**src/rtl/psum_pkg.sv**
```systemverilog
// Shared definitions for the partial-sum accumulator: default lane geometry,
// the packed vector type and the accumulation FSM state encoding.
package psum_pkg;

    localparam int BW_PSUM_DEF = 16;
    localparam int COL_DEF     = 8;

    typedef logic signed [BW_PSUM_DEF-1:0] psum_lane_t;
    typedef psum_lane_t [COL_DEF-1:0]      psum_vec_t;

    // IDLE means no beats collected yet (cnt==0); ACCUM means a partial sum is live.
    typedef enum logic {
        ST_IDLE  = 1'b0,
        ST_ACCUM = 1'b1
    } acc_state_t;

endpackage

```
**src/rtl/psum_add_lane.sv**
```systemverilog
// One signed lane adder. Optional macro PSUM_SAT_EN clamps the sum to the
// signed range of BW bits; without it the sum wraps modulo 2^BW.
module psum_add_lane #(
    parameter int BW = 16
) (
    input  logic signed [BW-1:0] a_i,
    input  logic signed [BW-1:0] b_i,
    output logic signed [BW-1:0] sum_o
);

`ifdef PSUM_SAT_EN
    logic signed [BW:0] full;

    // Add with one guard bit; clamp when the guard and sign bits disagree.
    always_comb begin
        full = {a_i[BW-1], a_i} + {b_i[BW-1], b_i};
        if (full[BW] != full[BW-1]) begin
            sum_o = full[BW] ? {1'b1, {(BW-1){1'b0}}} : {1'b0, {(BW-1){1'b1}}};
        end else begin
            sum_o = full[BW-1:0];
        end
    end
`else
    // Plain two's-complement add; overflow wraps.
    always_comb begin
        sum_o = a_i + b_i;
    end
`endif

endmodule

```
**src/rtl/psum_accumulator.sv**
```systemverilog
// Accumulates N_ACC partial-sum vectors per result and hands each result to a
// downstream normalizer that may stall (ds_busy). One finished result can wait
// in a hold register while the next accumulation proceeds; the final beat of
// that next accumulation is back-pressured until the hold register drains.
// Optional macro PSUM_SAT_EN selects saturating lane adds (default: wrap).
//
// Handshake: a beat is taken on a rising edge where in_valid && in_ready and
// clear is low; s_valid is a one-cycle pulse with psum held until the next one.
module psum_accumulator
    import psum_pkg::*;
#(
    parameter int BW_PSUM = BW_PSUM_DEF,
    parameter int COL     = COL_DEF,
    parameter int N_ACC   = 4
) (
    input  logic                            clk,
    input  logic                            reset,
    input  logic                            in_valid,
    input  logic [COL-1:0][BW_PSUM-1:0]     in_psum,
    output logic                            in_ready,
    input  logic                            clear,
    input  logic                            ds_busy,
    output logic                            s_valid,
    output logic [COL-1:0][BW_PSUM-1:0]     psum,
    output logic [$clog2(N_ACC+1)-1:0]      acc_cnt,
    output acc_state_t                      state_dbg
);

    localparam int            CW       = $clog2(N_ACC + 1);
    localparam logic [CW-1:0] LAST_CNT = CW'(N_ACC - 1);

    acc_state_t                  state_q, state_d;
    logic [CW-1:0]               cnt_q, cnt_d;
    logic [COL-1:0][BW_PSUM-1:0] acc_q, acc_d;
    logic [COL-1:0][BW_PSUM-1:0] hold_q, hold_d;
    logic [COL-1:0][BW_PSUM-1:0] psum_q, psum_d;
    logic                        pending_q, pending_d;
    logic                        s_valid_q, s_valid_d;

    logic [COL-1:0][BW_PSUM-1:0] opa;
    logic [COL-1:0][BW_PSUM-1:0] sum_w;
    logic                        accept;
    logic                        last_beat;
    logic                        fin;

    // Beat qualification; the last beat is refused while a result still waits.
    always_comb begin
        last_beat = (cnt_q == LAST_CNT);
        in_ready  = !(pending_q && last_beat);
        accept    = in_valid && in_ready && !clear;
        fin       = accept && last_beat;
    end

    // First beat adds to zero so a single adder serves both load and accumulate.
    always_comb begin
        for (int i = 0; i < COL; i++) begin
            opa[i] = (cnt_q == '0) ? '0 : acc_q[i];
        end
    end

    for (genvar g = 0; g < COL; g++) begin : g_lane
        psum_add_lane #(.BW(BW_PSUM)) u_lane (
            .a_i   (opa[g]),
            .b_i   (in_psum[g]),
            .sum_o (sum_w[g])
        );
    end

    // Accumulator and beat counter; clear wins over a same-cycle beat.
    always_comb begin
        acc_d = acc_q;
        cnt_d = cnt_q;
        if (clear) begin
            acc_d = '0;
            cnt_d = '0;
        end else if (accept) begin
            if (last_beat) begin
                acc_d = '0;
                cnt_d = '0;
            end else begin
                acc_d = sum_w;
                cnt_d = cnt_q + CW'(1);
            end
        end
    end

    // Result issue: drain the hold register first, else issue a fresh sum directly.
    always_comb begin
        psum_d    = psum_q;
        s_valid_d = 1'b0;
        pending_d = pending_q;
        hold_d    = hold_q;
        if (pending_q && !ds_busy) begin
            psum_d    = hold_q;
            s_valid_d = 1'b1;
            pending_d = 1'b0;
        end
        // fin cannot coincide with pending_q because in_ready blocks it.
        if (fin) begin
            if (!pending_q && !ds_busy) begin
                psum_d    = sum_w;
                s_valid_d = 1'b1;
            end else begin
                hold_d    = sum_w;
                pending_d = 1'b1;
            end
        end
    end

    // Next-state logic for the IDLE/ACCUM tracker.
    always_comb begin
        state_d = state_q;
        case (state_q)
            ST_IDLE: begin
                if (accept && (N_ACC > 1)) begin
                    state_d = ST_ACCUM;
                end
            end
            ST_ACCUM: begin
                if (clear || fin) begin
                    state_d = ST_IDLE;
                end
            end
            default: state_d = ST_IDLE;
        endcase
    end

    // State registers with asynchronous active-low reset.
    always_ff @(posedge clk or negedge reset) begin
        if (!reset) begin
            state_q   <= ST_IDLE;
            cnt_q     <= '0;
            acc_q     <= '0;
            hold_q    <= '0;
            psum_q    <= '0;
            pending_q <= 1'b0;
            s_valid_q <= 1'b0;
        end else begin
            state_q   <= state_d;
            cnt_q     <= cnt_d;
            acc_q     <= acc_d;
            hold_q    <= hold_d;
            psum_q    <= psum_d;
            pending_q <= pending_d;
            s_valid_q <= s_valid_d;
        end
    end

    assign s_valid   = s_valid_q;
    assign psum      = psum_q;
    assign acc_cnt   = cnt_q;
    assign state_dbg = state_q;

endmodule
```
**config.mk**
```make
export PLATFORM = sky130hd
export DESIGN_NAME = psum_accumulator
export DESIGN_NICKNAME = d
export VERILOG_FILES = /design/src/rtl/psum_pkg.sv /design/src/rtl/psum_add_lane.sv /design/src/rtl/psum_accumulator.sv
export SDC_FILE = /design/constraint.sdc
export NUM_CORES = 1
export LEC_CHECK = 0
export BUFFER_PORTS_ARGS = -buffer_cell sky130_fd_sc_hd__buf_4
export CORE_ASPECT_RATIO = 1.75
export CORE_MARGIN = 3
export CORE_UTILIZATION = 28
export DETAILED_ROUTE_END_ITERATION = 10
export PLACE_DENSITY_LB_ADDON = 0.05
export SETUP_SLACK_MARGIN = 0.2
export SYNTH_ARGS = -nofsm -noshare
export SYNTH_HDL_FRONTEND = slang
export SYNTH_SLANG_ARGS = --single-unit
```
**constraint.sdc**
```tcl
create_clock -name clk -period 11.2 [get_ports clk]
set_input_delay 3.36 -clock clk [delete_from_list [all_inputs] [get_ports clk]]
set_output_delay 3.36 -clock clk [all_outputs]
set_load 0.02 [all_outputs]
```
# After elaboration in Yosys (flattened, before gate mapping)
# Index checks and enable logic that the tools add are counted.
# word_totals
reg_bits,390
out_inout_bits,134
# classes
addsub,9
eq_ne,1
n_mux,26
bitwise_logic,2
n_reduce_logical,14
# op_table
operator,count
two-way mux 128 bit,6
adder 16 bit,8
two-way mux 16 bit,8
two-way mux 3 bit,3
two-way mux 1 bit,8
logical AND 1 bit,6
zero test 1 bit,4
adder 3 x 1 -> 3 bit (second input constant),1
== test 3 x 2 -> 1 bit (second input constant),1
zero test 3 bit,1
NOT 1 bit,2
case mux 1 bit (2 select lines),1
AND reduction 2 bit,1
nonzero test 2 bit,1
logical OR 1 bit,1

# Longest topological paths before layout
# logic_depth
ltp_word,9
depth_mapped,16
depth_no_buf,13

# Modules after synthesis
# Synthesis repeated with hierarchy kept, for this count alone.
# unflattened
hier_cells,1971
area_unflattened_um2,23125.9
# modules_own_cells
module,instances,cells_per_inst,area_each_um2,seq_area_each_um2
psum_accumulator,1,1139,16661.0,9759.4
psum_add_lane at g_lane[3].u_lane ...,5,104,809.5,0.0
psum_add_lane at g_lane[0].u_lane ...,3,104,805.8,0.0

# Worst setup path after synthesis
# OpenSTA, ideal clock, no wires.
# synth_timing
kind,input port to flip-flop
from,input in_psum[32] (netlist name)
to,register acc_q[44] (netlist name)
setup_ps,137
arrival_ps,5417
required_time_ps,11063
slack_ps,5645
stages,9
path_cell_list,ha_1 > fa_1 > a21oi_1 > o21ai_1 > a211o_1 > o31ai_1 > nor3_1 > a311oi_1 > o21ai_0
# synth_between
elab_chain_cells,4
# synth_rtl
element,line_no,source
start: declaration,psum_accumulator.sv:19,"input logic [COL-1:0][BW_PSUM-1:0] in_psum,"
adder 16 bit,psum_add_lane.sv:26,sum_o = a_i + b_i;
two-way mux 128 bit,psum_accumulator.sv:77,if (last_beat) begin
two-way mux 128 bit,psum_accumulator.sv:76,end else if (accept) begin
two-way mux 128 bit,psum_accumulator.sv:73,if (clear) begin
end signal: assignment,psum_accumulator.sv:133,acc_q <= '0;
end signal: assignment,psum_accumulator.sv:141,acc_q <= acc_d;
end: declaration,psum_accumulator.sv:34,"logic [COL-1:0][BW_PSUM-1:0] acc_q, acc_d;"
# Every way passes these cells. The select of a mux whose other input is x is not followed.
# A chain may end at the register's enable or synchronous reset.

==> flow_metrics.env <==
export IMPL_grt_pass1_wl_um=112000
export IMPL_slew_headroom=0.260
export IMPL_cts_root_buf="clkbuf_16"
export IMPL_io_buffers=266
export IMPL_detailed_place_hpwl_um=47500
export IMPL_grt_overflow=0
export IMPL_grt_max_degree=106
export IMPL_grt_pass1_vias=18400
export IMPL_synth_flop_cell="dfrtp_1"
export IMPL_p_leak_uw=0.0130
export IMPL_power_density_nw_per_um2=163
export IMPL_max_cap_violations=0
export IMPL_synth_cells=2309
export IMPL_post_cts_resized=0
export IMPL_cts_htree_levels=2
export IMPL_die_h_um=376
export IMPL_core_um2=77500
export IMPL_syn_nets=2572
export IMPL_skew_ps=17.0
export IMPL_antenna_left=0
export IMPL_slew_violations=0
export IMPL_cp_max_fo=59
export IMPL_cp_endpoint="psum[30]$_DFF_PN0_"
export IMPL_finalSetupViolations=0
export IMPL_status="complete, no violations"
export IMPL_die_w_um=218
export IMPL_critPathRequiredTime_ps=11690
export IMPL_gp_routability_congestion=0.810
export IMPL_critPathKind="in -> reg"
export IMPL_cts_buffers_inserted=46
export IMPL_postCtsSetupBuffers=0
export IMPL_clkSinkCount=390
export IMPL_ctsLongestPathBuffers=3
export IMPL_gr_usage_all_layers=0.175
export IMPL_holdBufCountCts=0
export IMPL_fp_dieArea_um2=81900
export IMPL_rsz0062_at_grt="no"
export IMPL_setup_slack_ps=5480
export IMPL_crit_top_cell="buf_4"
export IMPL_hold_viol=0
export IMPL_worst_path_largest_cell_delay_ps=830
export IMPL_nets=2783
export IMPL_worstPathArrival_ps=6210
export IMPL_critPathSlowestCell="buf_4"
export IMPL_io_pins=267
export IMPL_startpoint="ds_busy"
export IMPL_timing_rr_end="hold_q[28]$_DFFE_PN0P_"
export IMPL_path_clk_slew_ps=70
export IMPL_drc_errors=0
export IMPL_drtIter0Drc=750
export IMPL_synth_edff_count=0
export IMPL_ys_warn_count=0
export IMPL_tightest_slew_ps=1110
export IMPL_cts_tree="built"
export IMPL_post_route_period_util=0.510
export IMPL_antenna_found_initial=5
export IMPL_vias_per_cell=4.91
export IMPL_vias=17600
export IMPL_syn_area_um2=21900
export IMPL_yosys_cell_types_count=64
export IMPL_post_route_min_period_ps=5720
export IMPL_end_kind="flop"
export IMPL_ys_seq_area_frac=0.445
export IMPL_synthArstFlopShare=1.00
export IMPL_syn_to_final_growth_pct=21.4
export IMPL_synth_area_per_cell_um2=9.50
export IMPL_seqCellArea_um2=9760
export IMPL_r2r_slack_ps=6910
export IMPL_n_fill_cell=7955
export IMPL_pre_cts_slack_ps=4840
export IMPL_synth_seq_cells=390
export IMPL_crit_path_start_kind="input port"
export IMPL_finalSetupTns_ps=0
export IMPL_ir_worst_vdd_mv=0.125
export IMPL_first_pass_iters=5
export IMPL_multiInputGateArea_um2=11600
export IMPL_wl_per_cell_um=20.0
export IMPL_row_count=135
export IMPL_timing_fmax_ghz=0.175
export IMPL_clock_latency_ps=600
export IMPL_holdCritPathClass="reg -> reg"
export IMPL_start_util=0.283
export IMPL_power_total_uw=4330
export IMPL_rr_worst_depth=14
export IMPL_drive_above_1_share=0.156
export IMPL_crit_reg2reg_launch="acc_cnt[0]$_DFFE_PN0P_"
export IMPL_crit_path_cell_trace="buf_4, nor2b_4, buf_4, buf_4, mux2i_1, nor2_1, a31o_2"
export IMPL_wl_um=71700
==> per-layer routing <==
metal	global-route usage	up-vias	part of all wire
li1	-	8560	-
met1	0.212	8634	0.42
met3	0.0510	82	0.068
met5	0	-	0.00024
met4	0.0443	4	0.022
met2	0.303	341	0.49
==> through the flow <==
step	hold slack (ps)	std cells	area [um^2]	utilization
after floorplan	438	2309	21900	-
after global placement	453	3499	25000	0.322
after detailed placement	463	3499	25000	0.322
after CTS	478	3585	26600	0.343
after global routing	496	3586	26600	0.343
final	470	3588	26600	0.344
==> power by group <==
part	internal [uW]	total [uW]	switching, uW	leakage, uW
Combinational	384	937	554	0.00694
Sequential	1600	1710	114	0.00523
Clock	1020	1680	657	0.000823
Total	3000	4330	1330	0.0130
==> flip-flops by register name, indices dropped and copies added (netlist names) <==
register,cells
acc_q,128
hold_q,128
psum,128
acc_cnt,3
pending_q,1
s_valid,1
state_dbg,1
==> Yosys cell counts (14+ instances only) <==
master / n / area share
mux2i_1: 107 / 0.049
a22o_1: 94 / 0.038
xor2_1: 44 / 0.018
nand2_1: 457 / 0.078
ha_1: 122 / 0.070
nor2b_1: 38 / 0.011
and2_1: 129 / 0.037
nor2_1: 61 / 0.010
a211oi_1: 46 / 0.016
o21bai_1: 18 / 0.0062
a21oi_1: 123 / 0.028
buf_1: 19 / 0.0033
clkbuf_1: 83 / 0.014
dfrtp_1: 390 / 0.44
buf_2: 21 / 0.0048
inv_1: 33 / 0.0056
nor3_1: 14 / 0.0032
xnor2_1: 60 / 0.024
nand2b_1: 18 / 0.0051
nand3_1: 17 / 0.0039
a21o_1: 61 / 0.021
o21ai_0: 168 / 0.038
==> logic make-up (layout without fill, tap and decap cells) <==
group                      count (synthesis)  in the layout  synth area share
and+or+nand+nor                          783            783             0.163
AOI/OAI and AO/OA                        624            624             0.189
DFF                                      390            390             0.445
buffers and inverters                    156            405            0.0279
adders and majority gates                130            130            0.0769
muxes                                    121            121            0.0560
xor gates and xnor gates                 105            105            0.0425
other                                      0              3                 0
==> worst min-delay path by stage <==
stage | startpoint | to | slack [ps] | cells past startpoint
global placement | hold_q[14]$_DFFE_PN0P_ | hold_q[14]$_DFFE_PN0P_ | 450 | 2
CTS | acc_q[55]$_DFFE_PN0P_ | acc_q[55]$_DFFE_PN0P_ | 480 | 2
floorplan | hold_q[14]$_DFFE_PN0P_ | hold_q[14]$_DFFE_PN0P_ | 440 | 2
finish | acc_q[60]$_DFFE_PN0P_ | acc_q[60]$_DFFE_PN0P_ | 470 | 2
detailed placement | acc_q[55]$_DFFE_PN0P_ | acc_q[55]$_DFFE_PN0P_ | 460 | 2
global route | hold_q[24]$_DFFE_PN0P_ | hold_q[24]$_DFFE_PN0P_ | 500 | 2
==> layout make-up <==
| type | count | share of cell area |
|---|---|---|
| Antenna cell | 3 | 0.000282 |
| Clock buffer | 70 | 0.0539 |
| Clock inverter | 16 | 0.00883 |
| Inverter | 33 | 0.00465 |
| Multi-Input combinational cell | 1763 | 0.436 |
| Sequential cell | 390 | 0.366 |
| Tap cell | 1027 | 0.0482 |
| Timing Repair Buffer | 286 | 0.0814 |
==> layout by cell type, fill, tap and decap left out, drive strengths merged, types with 60 or more instances in the layout <==
| cell type | instances |
|---|---|
| a21o | 61 |
| a21oi | 123 |
| a22o | 94 |
| and2 | 129 |
| buf | 286 |
| clkbuf | 70 |
| dfrtp | 390 |
| ha | 122 |
| mux2i | 107 |
| nand2 | 457 |
| nor2 | 61 |
| o21ai | 180 |
| xnor2 | 60 |
==> critical path, delay by kind of cell <==
kind	cells	cell delay, ps
buffers and inverters	3	1560
AOI/OAI and AO/OA	1	230
and+or+nand+nor	2	590
muxes	1	280
Note: power is estimated with default switching activity, not from simulation.
